===== src/rtl/flash_write_sequencer_pkg.sv =====
// Shared definitions for the PRG flash write sequencer: FSM state
// encodings, JEDEC command bytes and command addresses.
package flash_write_sequencer_pkg;

  // State encodings IDLE=0 .. BUSY=7; the numeric values are visible on seq_state.
  typedef enum logic [2:0] {
    ST_IDLE = 3'd0,
    ST_U1   = 3'd1,
    ST_U2   = 3'd2,
    ST_PROG = 3'd3,
    ST_E0   = 3'd4,
    ST_E1   = 3'd5,
    ST_E2   = 3'd6,
    ST_BUSY = 3'd7
  } seq_state_e;

  // JEDEC command bytes.
  localparam logic [7:0] CMD_AA = 8'hAA;
  localparam logic [7:0] CMD_55 = 8'h55;
  localparam logic [7:0] CMD_A0 = 8'hA0;
  localparam logic [7:0] CMD_80 = 8'h80;
  localparam logic [7:0] CMD_10 = 8'h10;
  localparam logic [7:0] CMD_30 = 8'h30;
  localparam logic [7:0] CMD_F0 = 8'hF0;

  // Command addresses, held at full CPU width; only the low
  // CMD_ADDR_BITS bits take part in the comparison.
  localparam logic [14:0] CMD_ADDR_555 = 15'h0555;
  localparam logic [14:0] CMD_ADDR_2AA = 15'h02AA;

endpackage


===== src/rtl/flash_write_sequencer_timer.sv =====
// Loadable saturating down-counter with a zero flag. Load has priority
// over counting; the count sticks at zero instead of wrapping.
module flash_write_sequencer_timer #(
  parameter int WIDTH = 6
) (
  input  logic             m2,
  input  logic             reset,
  input  logic             load,
  input  logic [WIDTH-1:0] load_value,
  input  logic             count_en,
  output logic             zero
);

  logic [WIDTH-1:0] count;

  // Count register: synchronous reset, load, else decrement while non-zero.
  // NOTE: sequential state uses non-blocking (<=) so every flop samples
  // pre-edge values; blocking here would create order-dependent races.
  always_ff @(posedge m2) begin
    if (reset) begin
      count <= '0;
    end else if (load) begin
      count <= load_value;
    end else if (count_en && (count != '0)) begin
      count <= count - 1'b1;
    end
  end

  assign zero = (count == '0);

endmodule


===== src/rtl/flash_write_sequencer.sv =====
// PRG flash write sequencer: recognises JEDEC program / erase command
// sequences on CPU writes to $8000-$FFFF and opens we_gate only for writes
// that belong to a valid sequence (or the F0 reset command).
// Optional feature: define FLASH_SEQ_TIMEOUT_EN to abort a half-entered
// sequence after TIMEOUT_CYCLES m2 edges without an accepted write.
module flash_write_sequencer
  import flash_write_sequencer_pkg::*;
#(
  parameter int TIMEOUT_CYCLES = 64,
  parameter int BUSY_CYCLES    = 32,
  parameter int CMD_ADDR_BITS  = 11
) (
  input  logic        m2,
  input  logic        reset,
  input  logic        wr_strobe,
  input  logic [14:0] wr_addr,
  input  logic [7:0]  wr_data,
  input  logic        prg_write_enabled,
  output logic        we_gate,
  output logic        busy,
  output logic        armed,
  output logic        cmd_done,
  output logic        seq_abort,
  output logic [3:0]  seq_state
);

  localparam int                BUSY_W    = $clog2(BUSY_CYCLES) + 1;
  localparam logic [BUSY_W-1:0] BUSY_LOAD = BUSY_W'(BUSY_CYCLES - 1);

  seq_state_e state, next_state;
  logic       pass_c, done_c, abort_c;
  logic       at_555, at_2aa, is_f0;
  logic       busy_zero, busy_load;
  logic       timeout_hit;
  logic       unused_addr_bits;

  // Command-address matcher on the low address bits only; the upper CPU
  // address bits are deliberately don't-care.
  assign at_555 = (wr_addr[CMD_ADDR_BITS-1:0] == CMD_ADDR_555[CMD_ADDR_BITS-1:0]);
  assign at_2aa = (wr_addr[CMD_ADDR_BITS-1:0] == CMD_ADDR_2AA[CMD_ADDR_BITS-1:0]);
  assign is_f0  = (wr_data == CMD_F0);
  assign unused_addr_bits = ^wr_addr[14:CMD_ADDR_BITS];

  // Next-state decode; pass_c marks a write that is allowed through to flash.
  // NOTE: every signal written here gets a default first, so no path leaves
  // it unassigned and no latch is inferred.
  always_comb begin
    next_state = state;
    pass_c     = 1'b0;
    done_c     = 1'b0;
    abort_c    = 1'b0;
    if (!prg_write_enabled) begin
      next_state = ST_IDLE;
    end else if (wr_strobe && is_f0) begin
      next_state = ST_IDLE;
      pass_c     = 1'b1;
    end else if (state == ST_BUSY) begin
      // Other writes in BUSY are gated and ignored; only expiry leaves.
      if (busy_zero) begin
        next_state = ST_IDLE;
        done_c     = 1'b1;
      end
    end else if (wr_strobe) begin
      case (state)
        ST_IDLE: if (at_555 && wr_data == CMD_AA) begin next_state = ST_U1; pass_c = 1'b1; end
        ST_U1:   if (at_2aa && wr_data == CMD_55) begin next_state = ST_U2; pass_c = 1'b1; end
        ST_U2: begin
          if (at_555 && wr_data == CMD_A0) begin
            next_state = ST_PROG;
            pass_c     = 1'b1;
          end else if (at_555 && wr_data == CMD_80) begin
            next_state = ST_E0;
            pass_c     = 1'b1;
          end
        end
        ST_PROG: begin next_state = ST_BUSY; pass_c = 1'b1; end
        ST_E0:   if (at_555 && wr_data == CMD_AA) begin next_state = ST_E1; pass_c = 1'b1; end
        ST_E1:   if (at_2aa && wr_data == CMD_55) begin next_state = ST_E2; pass_c = 1'b1; end
        ST_E2: begin
          if ((at_555 && wr_data == CMD_10) || (wr_data == CMD_30)) begin
            next_state = ST_BUSY;
            pass_c     = 1'b1;
          end
        end
        default: ;
      endcase
      // A rejected write mid-sequence aborts; in IDLE it is simply dropped.
      if (state != ST_IDLE && !pass_c) begin
        next_state = ST_IDLE;
        abort_c    = 1'b1;
      end
    end else if (timeout_hit) begin
      next_state = ST_IDLE;
      abort_c    = 1'b1;
    end
  end

  assign we_gate   = pass_c;
  assign seq_state = {1'b0, state};

  // FSM state and registered status outputs, all derived from next_state.
  always_ff @(posedge m2) begin
    if (reset) begin
      state     <= ST_IDLE;
      busy      <= 1'b0;
      armed     <= 1'b0;
      cmd_done  <= 1'b0;
      seq_abort <= 1'b0;
    end else begin
      state     <= next_state;
      busy      <= (next_state == ST_BUSY);
      armed     <= (next_state != ST_IDLE) && (next_state != ST_BUSY);
      cmd_done  <= done_c;
      seq_abort <= abort_c;
    end
  end

  // Loaded on BUSY entry with BUSY_CYCLES-1 so BUSY lasts exactly BUSY_CYCLES edges.
  assign busy_load = (next_state == ST_BUSY) && (state != ST_BUSY);

  flash_write_sequencer_timer #(.WIDTH(BUSY_W)) u_busy_timer (
    .m2         (m2),
    .reset      (reset),
    .load       (busy_load),
    .load_value (BUSY_LOAD),
    .count_en   (busy),
    .zero       (busy_zero)
  );

`ifdef FLASH_SEQ_TIMEOUT_EN
  localparam int            TO_W    = $clog2(TIMEOUT_CYCLES) + 1;
  localparam logic [TO_W-1:0] TO_LOAD = TO_W'(TIMEOUT_CYCLES - 1);

  logic timeout_zero;

  // Restarted by every accepted write; runs only while armed.
  flash_write_sequencer_timer #(.WIDTH(TO_W)) u_timeout_timer (
    .m2         (m2),
    .reset      (reset),
    .load       (pass_c),
    .load_value (TO_LOAD),
    .count_en   (armed),
    .zero       (timeout_zero)
  );

  assign timeout_hit = armed & timeout_zero;
`else
  localparam int unused_timeout_cycles = TIMEOUT_CYCLES;

  assign timeout_hit = 1'b0;
`endif

endmodule

===== config.mk =====
export PLATFORM = sky130hd
export DESIGN_NAME = flash_write_sequencer
export DESIGN_NICKNAME = d
export VERILOG_FILES = /design/src/rtl/flash_write_sequencer_pkg.sv /design/src/rtl/flash_write_sequencer_timer.sv /design/src/rtl/flash_write_sequencer.sv
export SDC_FILE = /design/constraint.sdc
export NUM_CORES = 1
export LEC_CHECK = 0
export CELL_PAD_IN_SITES_DETAIL_PLACEMENT = 0
export CELL_PAD_IN_SITES_GLOBAL_PLACEMENT = 1
export CORE_ASPECT_RATIO = 0.8
export CORE_MARGIN = 3
export CORE_UTILIZATION = 32
export CTS_CLUSTER_SIZE = 40
export DETAILED_ROUTE_END_ITERATION = 10
export PLACE_DENSITY_LB_ADDON = 0.1
export SYNTH_ARGS = -nofsm -noshare
export SYNTH_HDL_FRONTEND = slang
export SYNTH_SLANG_ARGS = --single-unit

===== constraint.sdc =====
create_clock -name m2 -period 3.4 [get_ports m2]
set_clock_uncertainty 0.1 [all_clocks]
set_input_delay 1.02 -clock m2 [delete_from_list [all_inputs] [get_ports m2]]
set_output_delay 1.02 -clock m2 [all_outputs]
set_load 0.03 [all_outputs]

# Word-level counts from Yosys, hierarchy flattened
# Index checks and enable logic that the tools add are counted.
[totals] in_bits=27 elab_cells=85 register_bits=13
[classes] bitwise_logic=3 n_reduce_logical=23 n_addsub=1 mux=32 n_eq_ne=19
[op_table] cell="$mux W3" n=13
[op_table] cell="$eq A8 B8 Y1 const B" n=4
[op_table] cell="$pmux W3 S7" n=1
[op_table] cell="$eq A3 B3 Y1 const B" n=5
[op_table] cell="$mux W1" n=15
[op_table] cell="$eq A11 B10 Y1 const B" n=1
[op_table] cell="$eq A11 B11 Y1 const B" n=1
[op_table] cell="$logic_and A1 B1 Y1" n=10
[op_table] cell="$mux W5" n=2
[op_table] cell="$eq A8 B5 Y1 const B" n=1
[op_table] cell="$eq A8 B6 Y1 const B" n=1
[op_table] cell="$eq A8 B7 Y1 const B" n=1
[op_table] cell="$eq A3 B2 Y1 const B" n=2
[op_table] cell="$logic_not A6 Y1" n=1
[op_table] cell="$ne A3 B3 Y1 const B" n=2
[op_table] cell="$reduce_bool A3 Y1" n=2
[op_table] cell="$reduce_bool A6 Y1" n=1
[op_table] cell="$reduce_or A2 Y1" n=3
[op_table] cell="$sub A6 B1 Y6 const B" n=1
[op_table] cell="$pmux W1 S5" n=1
[op_table] cell="$reduce_or A5 Y1" n=1
[op_table] cell="$reduce_or A4 Y1" n=1
[op_table] cell="$eq A3 B1 Y1 const B" n=1
[op_table] cell="$logic_not A3 Y1" n=1
[op_table] cell="4 further kinds" n=6

# Depth between registers and ports, before layout
# Gate-level depths: netlist (run 1).
[depth] word_depth=19 depth_mapped=9

# By module
# From an unflattened synthesis (run 1), not the netlist that was laid out.
[unflattened] cells_unflattened=124 hier_area_um2=1042.2
[modules_own_cells] module="flash_write_sequencer" seq_area_each_um2=140.1 n_inst=1 cells_per_inst=82 area_per_inst_um2=670.6
[modules_own_cells] module="flash_write_sequencer_timer" seq_area_each_um2=120.1 n_inst=1 cells_per_inst=42 area_per_inst_um2=371.6

# Worst setup path after synthesis (run 1)
# OpenSTA, ideal clock, no wires.
[synth_timing] kind="in2out" startpoint="input wr_data[0]" endpoint="output we_gate" slack_ns=-0.203 n_path_buf=0 stages=5 arrival_time_ns=2.483 cell_sequence="nor4bb_1 -> o211ai_1 -> a22oi_1 -> a41oi_1 -> a31oi_1"
[synth_between] elab_chain_len=13
[synth_rtl] element="start: declaration" line="flash_write_sequencer.sv:17" source="input logic [7:0] wr_data,"
[synth_rtl] element="$eq A8 B8 Y1 or $eq A8 B5 Y1 (tied branches)" line="flash_write_sequencer.sv:71, flash_write_sequencer.sv:80"
[synth_rtl] element="$logic_and A1 B1 Y1 (on tied branches)" line="flash_write_sequencer.sv:71, flash_write_sequencer.sv:80"
[synth_rtl] element="$mux W1 or $logic_or A1 B1 Y1 (tied branches)" line="flash_write_sequencer.sv:71, flash_write_sequencer.sv:80"
[synth_rtl] element="$mux W1 (on tied branches)" line="flash_write_sequencer.sv:68, flash_write_sequencer.sv:80"
[synth_rtl] element="$pmux W1 S5" line="flash_write_sequencer.sv:64" source="case (state)"
[synth_rtl] element="$mux W1" line="flash_write_sequencer.sv:63" source="end else if (wr_strobe) begin"
[synth_rtl] element="$mux W1" line="flash_write_sequencer.sv:57" source="end else if (state == ST_BUSY) begin"
[synth_rtl] element="$mux W1" line="flash_write_sequencer.sv:54" source="end else if (wr_strobe && is_f0) begin"
[synth_rtl] element="$mux W1" line="flash_write_sequencer.sv:52" source="if (!prg_write_enabled) begin"
[synth_rtl] element="$mux W1" line="flash_write_sequencer.sv:63"
[synth_rtl] element="$mux W1" line="flash_write_sequencer.sv:57"
[synth_rtl] element="$mux W1 *" line="flash_write_sequencer.sv:54"
[synth_rtl] element="$mux W1 *" line="flash_write_sequencer.sv:52"
[synth_rtl] element="end: declaration" line="flash_write_sequencer.sv:19" source="output logic we_gate,"
# Every way passes the cells marked *; elsewhere a longest branch is shown, timed or not. The select of a mux whose other input is x is not followed.

# Worst setup path after layout (run 1)
[layout_timing] startpoint="input wr_data[2]" endpoint="output we_gate"
# Same word-level chain as after synthesis.

==> run metrics, run 1 <==
Async SR Flop Fraction 0; family with the most delay on the worst path buffers and inverters; H-tree Lvls 1; Final Cycle Share 1.030; share of layout cells above drive strength 1 0.4054; # diodes 0; placed cell areas 1483 sq um; nets 215; Sink Count 13; critical path's most frequent cell buf_6; hold-fix buffers at CTS 0; CP Launch Type input port; Die Y roughly 56 microns; largest net degree at the start of global routing 12; Static Leak ~0.70 nW; routed vias around 1200; area of the die approximately 3800 sq um; row count 17; dpl hpwl 2300 microns; Die X 68.41 microns; hold path startpoint u_busy_timer.count[4]; CTS tree yes; VDD IR-drop max 0.2337 mV; Synth Flop Type dfxtp_1; critical path required time 2.28 ns; Worst setup startpoint wr_data[2]; Clk Latency, worst-skew pair 0.24 ns; worst reg2reg path startpoint state[1]; Worst Path Arrival approximately 2.4 ns; RSZ-0062 raised after global routing yes; Post-synth EDFFs 0; final hold slack 0.5164 ns; Netlist cell types 52; Synth Warn # 0; # IOs 36; Avg WL per Cell 15.65 microns; global route overflow 0; CP bufs+invs 4; Avg Cell Area, Syn 8.451 sq um; Final min period 3.503 ns; Initial Util 0.3473; critical path capture point type primary output; number of max-cap violations 0; design area roughly 1800 sq um; drt via density approximately 5.4; status finished, violations left; Hold Crit Class reg -> reg; Seq/Total Area, Yosys 0.2610; Syn Inst Count 118; Syn Nets 147; Slowest-stage cell, CP nor4_4; clock-pin slew on the worst setup and hold paths 0.06 ns; # fillers between 200 and 300; DRC viols 0; antenna-violating nets left 0; max-slew violation count 0; Power Dens Cells 199.0 nW/um^2; Crit path largest cell delay about 0.26 ns; Max FO, Critical Path 3; number of global-route vias before repair 1263; final setup fails 1; clk buf depth 2; Starting DRT DRC Count 72; Core ar. 2872 sq um; 1st-pass router iterations 4; Hold Fails Final Rpt 0; IO Port Bufs 30; FMAX between 200 and 300 MHz; gpl congestion 0.8571; critical setup path kind in -> out; mapped cell area between 900 and 1000 sq um; synth-to-layout area growth 77.42%; critical path, cell by cell buf_8, buf_6, nor4_4, buf_4, nand4_1, a22oi_2, a41oi_2, a31oi_4, buf_6; initial antenna violation count 0; total CTS buffers 3; global-route wire length before repair 5575 microns; routed wire length 3489 microns; failing checks negative setup slack; Root Buffer clkbuf_8; GRT Resource Usage Total 0.1892; Final WS setup -0.1027 ns; FF+latch count, synth 13
-- Yosys cell counts (all sizes together) (2+ instances only) --
cell type / instances / share of area
dfxtp: 13 / 0.26
nor2: 12 / 0.045
nand2: 8 / 0.030
nand3: 7 / 0.035
inv: 5 / 0.019
clkbuf: 4 / 0.015
nand4: 4 / 0.025
nor3: 4 / 0.020
o32ai: 4 / 0.065
xor2: 4 / 0.035
a21boi: 3 / 0.023
and4bb: 3 / 0.038
buf: 3 / 0.018
o21ai: 3 / 0.015
a211o: 2 / 0.018
a31oi: 2 / 0.013
and3b: 2 / 0.018
and4b: 2 / 0.020
ha: 2 / 0.025
nor4: 2 / 0.013
nor4bb: 2 / 0.020
or2: 2 / 0.013
-- path summary, 6_finish.rpt --
kind / endpoint / slack [ns] / cells past startpoint
max reg2reg: u_busy_timer.count[3] / 0.74 / 10
max: we_gate / -0.10 / 9
min reg2reg: u_busy_timer.count[4] / 0.52 / 2
min: u_busy_timer.count[4] / 0.52 / 2
-- cell families (layout without fill, tap and decap cells) --
group | after synthesis | after routing | synth area share
simple gates | 56 | 56 | 0.3438
compound gates | 29 | 29 | 0.2710
flops | 13 | 13 | 0.2610
buf+inv | 12 | 79 | 0.05143
xor+xnor | 5 | 5 | 0.04391
fa+ha+maj | 2 | 2 | 0.02509
other cells | 1 | 1 | 0.003761
-- worst min-delay path, delay by kind of cell, from the launching register on --
family / cells / cell delay [ns]
xor gates and xnor gates: 1 / 0.10
DFF: 1 / 0.37
AOI/OAI and AO/OA: 1 / 0.11
-- cell usage in the layout (no fill, tap or decap), types with 4 or more instances in the layout --
master,synthesis,final
inv_1,4,4
nor2_1,12,12
nand3_1,7,5
clkdlybuf4s15_1,0,4
o32ai_2,4,4
dfxtp_1,13,13
dlygate4sd2_1,0,8
nand4_1,4,4
buf_6,0,5
xor2_1,4,4
clkdlybuf4s50_1,0,10
buf_4,1,38
nand2_1,8,8
-- final cells by class --
class	instances	area, sq um	share of cell area
clock buffer	3	41.29	0.02334
clock inverter	1	5.005	0.002829
sequential	13	260.3	0.1471
multi-input combinational	93	803.3	0.4540
tap	38	47.55	0.02687
inverter	5	18.77	0.01061
timing repair buffer	70	593.1	0.3352
-- power by group --
group / internal [mW] / total [mW] / switching, mW
combinational: 0.0368 / 0.0644 / 0.0276
clock: 0.0808 / 0.135 / 0.0544
sequential: 0.152 / 0.152 / 0.0000000254
total: 0.270 / 0.352 / 0.0820
-- metal layers --
layer  part of all wire  routed length (microns)  GRT usage  vias to the layer above
met5                  0                        0          0                        -
met4              0.022                       78    0.08215                        0
met3              0.061                      213    0.05657                       12
met2               0.44                     1527     0.2762                       53
met1               0.48                     1670     0.2525                      559
li1                   -                        -          -                      587
-- what timing repair did --
| item | 4_1_cts | 5_1_grt |
|---|---|---|
| setup buffers | 20 | 3 |
| setup endpoints to repair | 1 | 10 |
| gates resized for setup | 63 | 8 |
| pin swaps | 17 | 11 |
-- sequential cells by signal, indices dropped and copies added (netlist names) --
signal and cells:
seq_abort 1, state 3, armed 1, u_busy_timer.count 6, cmd_done 1, busy 1
-- through the flow --
step	power [mW]	worst slack (ns)	std cells	util	TNS (ns)
final	0.3520	-0.1027	223	0.6161	-0.1027
after global routing	0.3693	-0.1408	223	0.6161	-0.1408
after CTS	0.3510	-0.05118	224	0.6065	-0.05118
after floorplan	0.1721	0.009746	118	-	0
after global placement	0.2119	-0.5877	200	0.5163	-1.465
after detailed placement	0.2124	-0.5843	200	0.5163	-1.593
Power figures use the tool's default switching activity.
==> run 2: changes to the inputs <==
--- a/config.mk
+++ b/config.mk
@@ -10,7 +10,7 @@
 export CORE_ASPECT_RATIO = 0.8
 export CORE_MARGIN = 3
 export CORE_UTILIZATION = 32
-export CTS_CLUSTER_SIZE = 40
+export CTS_CLUSTER_SIZE = 16
 export DETAILED_ROUTE_END_ITERATION = 10
 export PLACE_DENSITY_LB_ADDON = 0.1
 export SYNTH_ARGS = -nofsm -noshare
==> results of run 2 <==
No change in the layout: final DEF, timing and power equal those of run 1.
==> run 3: changes to the inputs <==
--- a/config.mk
+++ b/config.mk
@@ -7,7 +7,6 @@
 export LEC_CHECK = 0
 export CELL_PAD_IN_SITES_DETAIL_PLACEMENT = 0
 export CELL_PAD_IN_SITES_GLOBAL_PLACEMENT = 1
-export CORE_ASPECT_RATIO = 0.8
 export CORE_MARGIN = 3
 export CORE_UTILIZATION = 32
 export CTS_CLUSTER_SIZE = 16
==> run metrics, run 3 (synthesis gave the netlist of run 1 again) <==
routed wire length 3174 microns (was 3489 microns); share of layout cells above drive strength 1 0.3584 (was 0.4054); CP Launch Type input port (unchanged); DRC viols 0 (unchanged); Max FO, Critical Path 3 (unchanged); nets 203 (was 215); hold-fix buffers at CTS 0 (unchanged); gpl congestion 0.7778 (was 0.8571); number of max-cap violations 0 (unchanged); Die X 61.83 microns (was 68.41 microns); Initial Util 0.3496 (was 0.3473); critical setup path kind in -> out (unchanged); IO Port Bufs 30 (unchanged); Worst Path Arrival 2.42 ns (was 2.38 ns); global route overflow 0 (unchanged); Hold Path Cell Cnt 2 (unchanged); max-slew violation count 0 (unchanged); Die Y 61.83 microns (was 55.93 microns); Starting DRT DRC Count 30 (was 72); synth-to-layout area growth 64.37% (was 77.42%); Sink Count 13 (unchanged); final setup fails 1 (unchanged); RSZ-0062 raised after global routing yes (unchanged); GRT Resource Usage Total 0.1835 (was 0.1892); DP Cell Count 192 (was 200); final hold slack 0.5209 ns (was 0.5164 ns); Power Dens Cells 189.6 nW/um^2 (was 199.0 nW/um^2); Final min period 3.543 ns (was 3.503 ns); Hold Crit Class reg -> reg (unchanged); 1st-pass router iterations 4 (unchanged); # diodes 0 (unchanged); failing checks negative setup slack (unchanged); number of global-route vias before repair 1191 (was 1263); routed vias 1154 (was 1211); Worst R2R Path Depth 12 (was 10); Worst R2R Setup Slack 0.62 ns (was 0.74 ns); total CTS buffers 3 (unchanged); largest registers u_busy_timer.count: 6 flops, state: 3 flops (unchanged); Static Leak 0.6091 nW (was 0.7010 nW); Reg-to-Reg End u_busy_timer.count[0] (was u_busy_timer.count[3]); clock-pin slew on the worst setup and hold paths 0.08 ns (was 0.06 ns); hold path startpoint u_busy_timer.count[0] (was u_busy_timer.count[4]); antenna-violating nets left 0 (unchanged); measured slew at the worst slew-check pin 0.4991 ns; Final Non-Filler Cells 204 (was 223); critical path required time 2.28 ns (about the same); largest net degree at the start of global routing 12 (unchanged); worst hold endpoint u_busy_timer.count[0] (was u_busy_timer.count[4]); FMAX 282.2 MHz (was 285.5 MHz); area of the die 3822 sq um (was 3826 sq um); clk buf depth 2 (unchanged); Hold Fails Final Rpt 0 (unchanged); Avg WL per Cell 15.56 microns (was 15.65 microns); Root Buffer clkbuf_4 (was clkbuf_8); status finished, violations left (unchanged); CTS tree yes (unchanged); dpl hpwl 2276 microns (was 2300 microns); Setup Slack @ Placement -0.5672 ns (was -0.5843 ns); row count 19 (was 17); worst reg2reg path startpoint state[1] (unchanged); commonest non-fill, non-tap cell in the layout buf_4 (unchanged); critical path capture point type primary output (unchanged); global-route wire length before repair 5244 microns (was 5575 microns); most frequent cells in the layout buf_4 (26), dfxtp_1 (13), dlygate4sd2_1 (13) (was buf_4 (38), dfxtp_1 (13), nor2_1 (12)); setup_tns -0.1431 ns (was -0.1027 ns); Final Power 0.3108 mW (was 0.3520 mW); initial antenna violation count 0 (unchanged); Core ar. 2853 sq um (was 2872 sq um); drt via density 5.657 (was 5.430); max_slew headroom 0.6642; Final Cycle Share 1.042 (was 1.030); H-tree Lvls 1 (unchanged); # IOs 36 (unchanged); max FFs per register 6 (unchanged); Top reg by flops u_busy_timer.count (unchanged); Clk Latency, worst-skew pair 0.29 ns (was 0.24 ns); Final WS setup -0.1431 ns (was -0.1027 ns); VDD IR-drop max 0.1772 mV (was 0.2337 mV)
==> run 3: worst max-delay path by stage <==
stage | from | endpoint | slack [ns] | cells past startpoint
after floorplan | wr_data[0] | we_gate | 0.01 | 5
after CTS | wr_data[2] | we_gate | -0.11 | 7
after detailed placement | wr_data[5] | we_gate | -0.57 | 8
after global placement | wr_data[5] | we_gate | -0.57 | 8
final | wr_data[2] | we_gate | -0.14 | 7
after global routing | wr_data[3] | we_gate | -0.19 | 7
==> run 3: layer usage <==
metal  track usage  wire length [microns]  up-vias
li1              -                      -      565
met1        0.2429                   1484      542
met2        0.3064                   1479       38
met3       0.04339                    161        9
met4       0.03333                     49        0
met5             0                      0        -
==> run 3: power by group <==
part	total [mW]	switching [mW]	internal (mW)
Combinational	0.0599	0.0257	0.0342
Sequential	0.152	0.0000000307	0.152
Clock	0.0988	0.0550	0.0437
Total	0.311	0.0807	0.230
==> run 3: cell type report <==
type | count | area (sq um)
clock buffer | 3 | 22.52
clock inverter | 1 | 5.005
fill | 278 | 1214
inverter | 5 | 18.77
multi-input combinational | 93 | 788.3
sequential | 13 | 260.3
tap | 31 | 38.79
timing repair buffer | 58 | 505.5
==> run 3: through the flow <==
stage,area (sq um),utilization
3_3_place_gp,1466,0.5140
5_1_grt,1639,0.5746
6_report,1639,0.5746
4_1_cts,1597,0.5596
3_5_place_dp,1466,0.5140
2_1_floorplan,1012,-
==> run 3: worst max-delay path: stages <==
cell,delay (ns)
buf_8,0.11
buf_6,0.11
or4_4,0.54
nor3_2,0.22
o21ai_2,0.10
a31oi_4,0.17
buf_6,0.15
==> run 3: repair_timing <==
action | CTS | global route
setup endpoints to repair | 1 | 8
setup buffers | 7 | 1
pin swaps | 15 | 8
hold endpoints to repair | 0 | 0
resized for setup | 47 | 12
